===== config.mk =====
export PLATFORM = sky130hd
export DESIGN_NAME = sa_feeder
export DESIGN_NICKNAME = d
export VERILOG_FILES = /design/src/rtl/sa_feeder.sv
export SDC_FILE = /design/constraint.sdc
export NUM_CORES = 1
export LEC_CHECK = 0
export CAP_MARGIN = 20
export CORE_UTILIZATION = 29
export CTS_BUF_LIST = sky130_fd_sc_hd__clkbuf_8
export DETAILED_ROUTE_END_ITERATION = 12
export SYNTH_ARGS = -nofsm -noshare
export SYNTH_HDL_FRONTEND = slang
export SYNTH_SLANG_ARGS = --single-unit
export TNS_END_PERCENT = 20

===== constraint.sdc =====
create_clock -name clk -period 3.9 [get_ports clk]
set_clock_uncertainty 0.15 [all_clocks]
set_input_delay 0.78 -clock clk [delete_from_list [all_inputs] [get_ports clk]]
set_output_delay 0.78 -clock clk [all_outputs]
set_load 0.005 [all_outputs]

===== src/rtl/sa_feeder.sv =====
// Systolic-array operand feeder: streams one tile of buffer words and skews
// lane r by r extra register stages so operand waves enter the array diagonally.

// One skew lane: DEPTH register stages of data plus a matching valid shift register.
// Invalid slots carry zero so the downstream PE accumulators stay unchanged.
module sa_feeder_lane #(
  parameter int DATA_SIZE = 8,
  parameter int DEPTH     = 1
) (
  input  logic                 clk,
  input  logic                 rst,
  input  logic                 in_vld,
  input  logic [DATA_SIZE-1:0] in_data,
  output logic                 out_vld,
  output logic [DATA_SIZE-1:0] out_data
);
  localparam int STAGES = DEPTH - 1;

  logic [STAGES:0][DATA_SIZE-1:0] dat_pipe;
  logic [STAGES:0]                vld_pipe;

  // Shift data/valid down the lane; reset clears every stage.
  always_ff @(posedge clk) begin
    if (rst) begin
      dat_pipe <= '0;
      vld_pipe <= '0;
    end else begin
      dat_pipe[0] <= in_vld ? in_data : '0;
      vld_pipe[0] <= in_vld;
      for (int i = 1; i <= STAGES; i++) begin
        dat_pipe[i] <= dat_pipe[i-1];
        vld_pipe[i] <= vld_pipe[i-1];
      end
    end
  end

  assign out_data = dat_pipe[STAGES];
  assign out_vld  = vld_pipe[STAGES];
endmodule

module sa_feeder #(
  parameter int ARRAY_SIZE = 4,
  parameter int DATA_SIZE  = 8,
  parameter int ADDR_W     = 10
) (
  input  logic                           clk,
  input  logic                           rst,
  input  logic                           start,
  input  logic [ADDR_W-1:0]              base_addr,
  input  logic [7:0]                     k_len,
  output logic                           busy,
  output logic                           done,
  output logic                           rd_en,
  output logic [ADDR_W-1:0]              rd_addr,
  input  logic [ARRAY_SIZE*DATA_SIZE-1:0] rd_data,
  output logic                           pe_clr,
  output logic [ARRAY_SIZE*DATA_SIZE-1:0] a_out,
  output logic [ARRAY_SIZE-1:0]          a_valid
);
  // Drain long enough for the deepest lane to empty with margin.
  localparam int DRAIN_LEN = 2 * ARRAY_SIZE;
  localparam int CNT_W     = ($clog2(DRAIN_LEN) > 8) ? $clog2(DRAIN_LEN) : 8;

  typedef enum logic [2:0] {IDLE, CLEAR, FEED, DRAIN, DONE} state_t;

  state_t             state, state_n;
  logic [CNT_W-1:0]   cnt;
  logic [ADDR_W-1:0]  addr_q;
  logic [7:0]         k_q;
  logic               rd_vld;

  // State register.
  always_ff @(posedge clk) begin
    if (rst) state <= IDLE;
    else     state <= state_n;
  end

  // Phase counter restarts on every state change; tile parameters latch on accepted start.
  always_ff @(posedge clk) begin
    if (rst) begin
      cnt    <= '0;
      addr_q <= '0;
      k_q    <= '0;
      rd_vld <= 1'b0;
    end else begin
      cnt    <= (state != state_n) ? '0 : cnt + 1'b1;
      rd_vld <= rd_en;
      if (state == IDLE && start) begin
        addr_q <= base_addr;
        k_q    <= k_len;
      end else if (state == FEED) begin
        addr_q <= addr_q + 1'b1;
      end
    end
  end

  // Next-state and Moore outputs.
  always_comb begin
    state_n = state;
    busy    = 1'b1;
    done    = 1'b0;
    pe_clr  = 1'b0;
    rd_en   = 1'b0;
    rd_addr = '0;
    case (state)
      IDLE: begin
        busy = 1'b0;
        if (start) state_n = (k_len == 8'd0) ? DONE : CLEAR;
      end
      CLEAR: begin
        pe_clr  = 1'b1;
        state_n = FEED;
      end
      FEED: begin
        rd_en   = 1'b1;
        rd_addr = addr_q;
        if (cnt == CNT_W'(k_q - 8'd1)) state_n = DRAIN;
      end
      DRAIN: begin
        if (cnt == CNT_W'(DRAIN_LEN - 1)) state_n = DONE;
      end
      DONE: begin
        done    = 1'b1;
        state_n = IDLE;
      end
      default: state_n = IDLE;
    endcase
  end

  // Lane r gets r+1 stages after the rd_vld-aligned capture point.
  for (genvar r = 0; r < ARRAY_SIZE; r++) begin : g_lane
    sa_feeder_lane #(
      .DATA_SIZE (DATA_SIZE),
      .DEPTH     (r + 1)
    ) u_lane (
      .clk      (clk),
      .rst      (rst),
      .in_vld   (rd_vld),
      .in_data  (rd_data[r*DATA_SIZE +: DATA_SIZE]),
      .out_vld  (a_valid[r]),
      .out_data (a_out[r*DATA_SIZE +: DATA_SIZE])
    );
  end
endmodule


Word level (Yosys, flattened, before mapping)
Cells that the tools add are included.

Register bits: 120. Output and inout port bits: 50.

Add/subtract/negate cells: 3. Equality and inequality tests: 7. Mux-type cells: 12. Bitwise operators: 1. Reduce and logical (&&, ||, !) cells: 6.

Operator list (count): $mux W10 (3); $mux W3 (4); $pmux W3 S4 (1); $add A10 B1 Y10 const B (1); $add A8 B1 Y8 const B (1); $eq A8 B3 Y1 const B (1); $eq A8 B8 Y1 (1); $logic_not A8 Y1 (1); $sub A8 B1 Y8 const B (1); $eq A3 B2 Y1 const B (2); $mux W1 (4); $reduce_or A2 Y1 (2); $eq A3 B1 Y1 const B (1); $eq A3 B3 Y1 const B (1); $logic_not A3 Y1 (1); $ne A3 B3 Y1 (1); $reduce_bool A2 Y1 (1); $logic_and A1 B1 Y1 (1); $not A1 Y1 (1).

Depth between registers and ports, before layout
Word-level depth: 6. Gate-level depth with buffers: 8. Gate-level depth less buffers: 7.

Cells and area by module
From an unflattened synthesis, not the netlist that was laid out.

Cells, all modules: 423. Area total of the unflattened synthesis: 4396.7 µm².

By module, submodules not included: sa_feeder (times used 1, cells each 213, area each 1704.1 µm²); sa_feeder_lane at g_lane[3].u_lane (times used 1, cells each 83, area each 1047.3 µm²); sa_feeder_lane at g_lane[2].u_lane (times used 1, cells each 64, area each 805.8 µm²); sa_feeder_lane at g_lane[1].u_lane (times used 1, cells each 45, area each 583.1 µm²); sa_feeder_lane at g_lane[0].u_lane (times used 1, cells each 18, area each 256.5 µm²).

Worst setup path before layout
No wires, ideal clock.

Path kind: register -> output. Start point: register state[1]. End point: output rd_addr[0]. Arrival time: 1.470 ns. Required time: 2.970 ns. Slack: 1.500 ns. Stages on the path, launching flop included: 7. Path buffers: 3. Path through: dfxtp_1 -> buf_2 -> or3b_1 -> buf_2 -> clkinv_1 -> clkbuf_1 -> and2_1.

Cells in the longest elaborated chain, start to end: 2.

Ends and longest elaborated chain: from (decl) (RTL line 66) `state_t state, state_n;`; from (signal assigned) (RTL line 75) `else state <= state_n;`; $eq A3 B2 Y1 (RTL line 105) `case (state)`; $mux W10 (RTL line 105); to (decl) (RTL line 54) `output logic [ADDR_W-1:0] rd_addr,`.

Every way passes these cells.

Worst setup path after layout
Start point: register state[1]. End point: output rd_addr[7].

Same word-level chain as after synthesis.

==> impl_summary.log <==
INFO  metric cts.sink_count = 114
INFO  metric design.core.area = around 14,000 um^2
INFO  metric vdd_drop_max = 0.200 mV
INFO  metric p_switching = 562 uW
INFO  metric yosys_register_bits = around 110
INFO  metric async_reset_ff_frac = 0
INFO  metric reg2regPathDepth = 5
INFO  metric worst_setup_path_end_kind = primary output
INFO  metric drive_above_1_share = 0.0896
INFO  metric relative_contribution_of_sequential_cells_to_total_power = 0.489
INFO  metric start_util = 0.299
INFO  metric critical_path_depth = 4
INFO  metric aggregate_routed_wire_length = between 7000 and 8000 um
INFO  metric power-per-cell-area = 451 nW/um^2
INFO  metric area.sequential = 2280 um^2
INFO  metric clock_transition_at_the_registers_of_the_reported_paths = about 0.060 ns
INFO  metric totalNegativeSetupSlack = 0 ns
INFO  metric antenna_found_initial = 0
INFO  metric clock-root-buffer = clkbuf_8
INFO  metric grt_util_all_layers = 0.115
INFO  metric detailedRoute.firstPassIterationCount = 4
INFO  metric fillCellCount = 1,386
INFO  metric start_kind = flip-flop
INFO  metric post-cts-setup-buffers = 0
INFO  metric multi_input_area = 1560 um^2
INFO  metric die_width = 122 um
INFO  metric path_max_fanout = 16
INFO  metric placement.io_buffers = around 100
INFO  metric worst_pin_slew = 0.561 ns
INFO  metric ys_warn_count = 0
INFO  metric syn-instance-count = ~410
INFO  metric pin_count_of_the_biggest_net_entering_global_routing = 52
INFO  metric tritoncts.num_buffers = 17
INFO  metric top_level_ports = 103
INFO  metric sw_frac_of_total = 0.225
INFO  metric synthesis.area = 4170 um^2
INFO  metric critical_path.n_buffers_inverters = 2
INFO  metric timing.critical_path.cells = or3b_1, clkinv_1, and2_1, clkdlybuf4s50_1
INFO  metric power.combinational.fraction = 0.080
INFO  metric commonest_register_cell_after_synthesis = dfxtp_1
INFO  metric final_max_slew_viol_count = 0
INFO  metric finalCritPeriodShare = 0.860
INFO  metric synth-edff-count = 0
INFO  metric max_freq = 298 MHz
INFO  metric drt-vias-per-instance = 4.16
INFO  metric synth.yosys.seq_area_share = 0.548
INFO  metric vias_in_the_first_global_route = 2,804
INFO  metric routed_wire_length_per_instance = 11.4 um
INFO  metric critical_path_required = 2.97 ns
INFO  metric cp.arrival = 2.43 ns
INFO  metric netlist_cell_types = 45
INFO  metric total_leakage_power = 2.10 nW
INFO  metric gp_congestion = about 0.78
INFO  metric route.vias.total = between 2,000 and 3,000
INFO  metric layout_min_cycle_time = about 3.4 ns
INFO  metric chipHeight = 122 um
INFO  metric hold_viol = 0
INFO  metric slowest_stage = dfxtp_1
INFO  metric grt-ovfl-total = 0
INFO  metric grt_setup_unrepaired = no
INFO  metric detail-route-antenna-nets = 0
INFO  metric setup.worst_path.class = flip-flop to primary output
INFO  metric drc_errors = 0
INFO  metric cts_buffer_depth = 2
INFO  metric grt_pass1_wl = between 10,000 and 15,000 um
INFO  metric postCtsHoldBufs = 0
INFO  metric syn_avg_cell_area = 10.1 um^2
INFO  metric critPathTopFamily = buffers and inverters
INFO  metric dp.final_hpwl = 5440 um
INFO  metric run_status = completed
INFO  metric tritoncts = built
INFO  metric final.setup.worst_slack = 0.545 ns
INFO  metric place_ws = 0.999 ns
INFO  metric hp-class = flip-flop to flip-flop
INFO  metric setup_viol_count_final = 0
INFO  metric layout-area-overhead-vs-synth = 32.8%
INFO  metric drt_iter0_markers = approximately 110
INFO  metric post_cts_resize_count = 0
INFO  metric layout.nets = 546
INFO  metric max_cap_violations = 0
INFO  metric synth_nets = 470
INFO  metric clock_tree.htree_level_count = 4
INFO  metric dieArea = 14,900 um^2
INFO  metric largest_stage_delay_on_the_critical_path = 0.52 ns
INFO  metric worst_case_headroom_to_the_max_slew_limit = 0.626
INFO  metric min_delay_path_depth = 1
INFO  metric power_report.internal_total = between 1.5 and 2 mW
INFO  metric clock_network_power_share = 0.431
INFO  metric clock_latency_at_the_later_pin_of_the_worst_skew_pair = 0.43 ns
INFO  metric fp-row-count = 43
INFO  metric n_antenna_cell = 0
[cells in the mapped netlist, types with 2 or more instances]
cell type	count	share of area
a2111oi_4	2	0.013
a211oi_1	3	0.0054
a21oi_1	12	0.014
a22oi_1	6	0.011
a32oi_1	2	0.0042
and2_1	41	0.062
and3_1	3	0.0045
buf_2	3	0.0036
buf_4	29	0.052
clkbuf_1	14	0.013
dfxtp_1	114	0.55
ha_1	3	0.0090
inv_1	5	0.0045
nand2_1	29	0.026
nand3_1	12	0.014
nand3b_1	2	0.0036
nor2_1	22	0.020
nor2b_1	52	0.078
nor3_1	5	0.0060
nor3b_1	4	0.0072
o21ai_0	2	0.0024
o22ai_1	4	0.0060
or4_1	3	0.0054
xnor2_1	13	0.027
xor2_1	9	0.019
[sequential cells by signal (all words and copies together) (netlist names)]
signal and count:
g_lane.u_lane.dat_pipe 48, g_lane.u_lane.out_data 32, addr_q 10, cnt 8, k_q 8, g_lane.u_lane.vld_pipe 4
state 3, rd_vld 1
[layout by cell type (no fill, tap or decap), types with 2 or more instances in the layout]
cell | synthesis | final
nor3_1 | 5 | 5
o22ai_1 | 4 | 4
a32oi_1 | 2 | 2
nor3b_1 | 4 | 4
clkinv_2 | 0 | 3
xor2_1 | 9 | 9
and2_1 | 41 | 41
nand2_1 | 29 | 29
nand3_1 | 12 | 12
a2111oi_4 | 2 | 2
nand3b_1 | 2 | 2
a211oi_1 | 3 | 3
nor2_1 | 22 | 22
clkdlybuf4s50_1 | 0 | 101
dfxtp_1 | 114 | 114
o21ai_0 | 2 | 2
inv_1 | 5 | 6
nor2b_1 | 52 | 51
a22oi_1 | 6 | 6
clkbuf_8 | 0 | 21
clkinvlp_4 | 0 | 4
or4_1 | 3 | 3
a21oi_1 | 12 | 12
buf_4 | 29 | 2
ha_1 | 3 | 3
and3_1 | 3 | 3
xnor2_1 | 13 | 13
bufinv_16 | 0 | 2
[per-layer routing]
| layer | part of all wire | wire [um] | vias up | track usage |
|---|---|---|---|---|
| li1 | - | - | 1470 | - |
| met1 | 0.43 | 3340 | 1285 | 0.123 |
| met2 | 0.48 | 3700 | 68 | 0.184 |
| met3 | 0.068 | 524 | 16 | 0.0562 |
| met4 | 0.025 | 197 | 0 | 0.0694 |
| met5 | 0 | 0 | - | 0 |
[power by group through the flow]
stage | registers, mW | logic (mW) | clock network, mW
after floorplan | 1.23 | 0.122 | 0
after detailed placement | 1.25 | 0.201 | 0
after global placement | 1.24 | 0.197 | 0
after global routing | 1.22 | 0.223 | 1.17
final | 1.22 | 0.200 | 1.08
after CTS | 1.22 | 0.202 | 1.12
[layout make-up]
cell class / count / share of cell area
Timing Repair Buffer: 105 / 0.188
Tap cell: 180 / 0.0407
Multi-Input combinational cell: 246 / 0.283
Inverter: 6 / 0.00407
Clock inverter: 10 / 0.0197
Clock buffer: 21 / 0.0522
Sequential cell: 114 / 0.412
[per-stage QoR]
stage	utilization	cell area (um^2)	instances	hold WS (ns)	total power, mW
finish	0.397	5530	682	0.281	2.49
floorplan	-	4170	414	0.264	1.36
global placement	0.368	5120	650	0.266	1.44
CTS	0.396	5520	681	0.287	2.54
detailed placement	0.368	5120	650	0.272	1.45
global route	0.397	5530	682	0.297	2.62
[path summary, 6_finish.rpt]
path                            slack (ns)                          from                             to
worst min register to register        0.28  g_lane[3].u_lane.dat_pipe[2]  g_lane[3].u_lane.dat_pipe[10]
worst max register to register        1.36                      state[1]                         cnt[4]
worst max-delay path                  0.54                      state[1]                     rd_addr[7]
worst min-delay path                  0.28  g_lane[3].u_lane.dat_pipe[2]  g_lane[3].u_lane.dat_pipe[10]
[worst reg2reg max path: stages (launching register included)]
cell and delay [ns]:
dfxtp_1 0.52, or3b_1 0.49, clkinv_1 0.27, nand4_1 0.24
a2111oi_4 0.62, nor2_1 0.11
[logic make-up after synthesis]
| group | share of synthesized area |
|---|---|
| DFF | 0.548 |
| xor gates and xnor gates | 0.0462 |
| and+or+nand+nor | 0.246 |
| AOI/OAI and AO/OA | 0.0733 |
| adders and majority gates | 0.00901 |
| buffers and inverters | 0.0778 |
No activity file was read; power rests on OpenSTA's default activity.
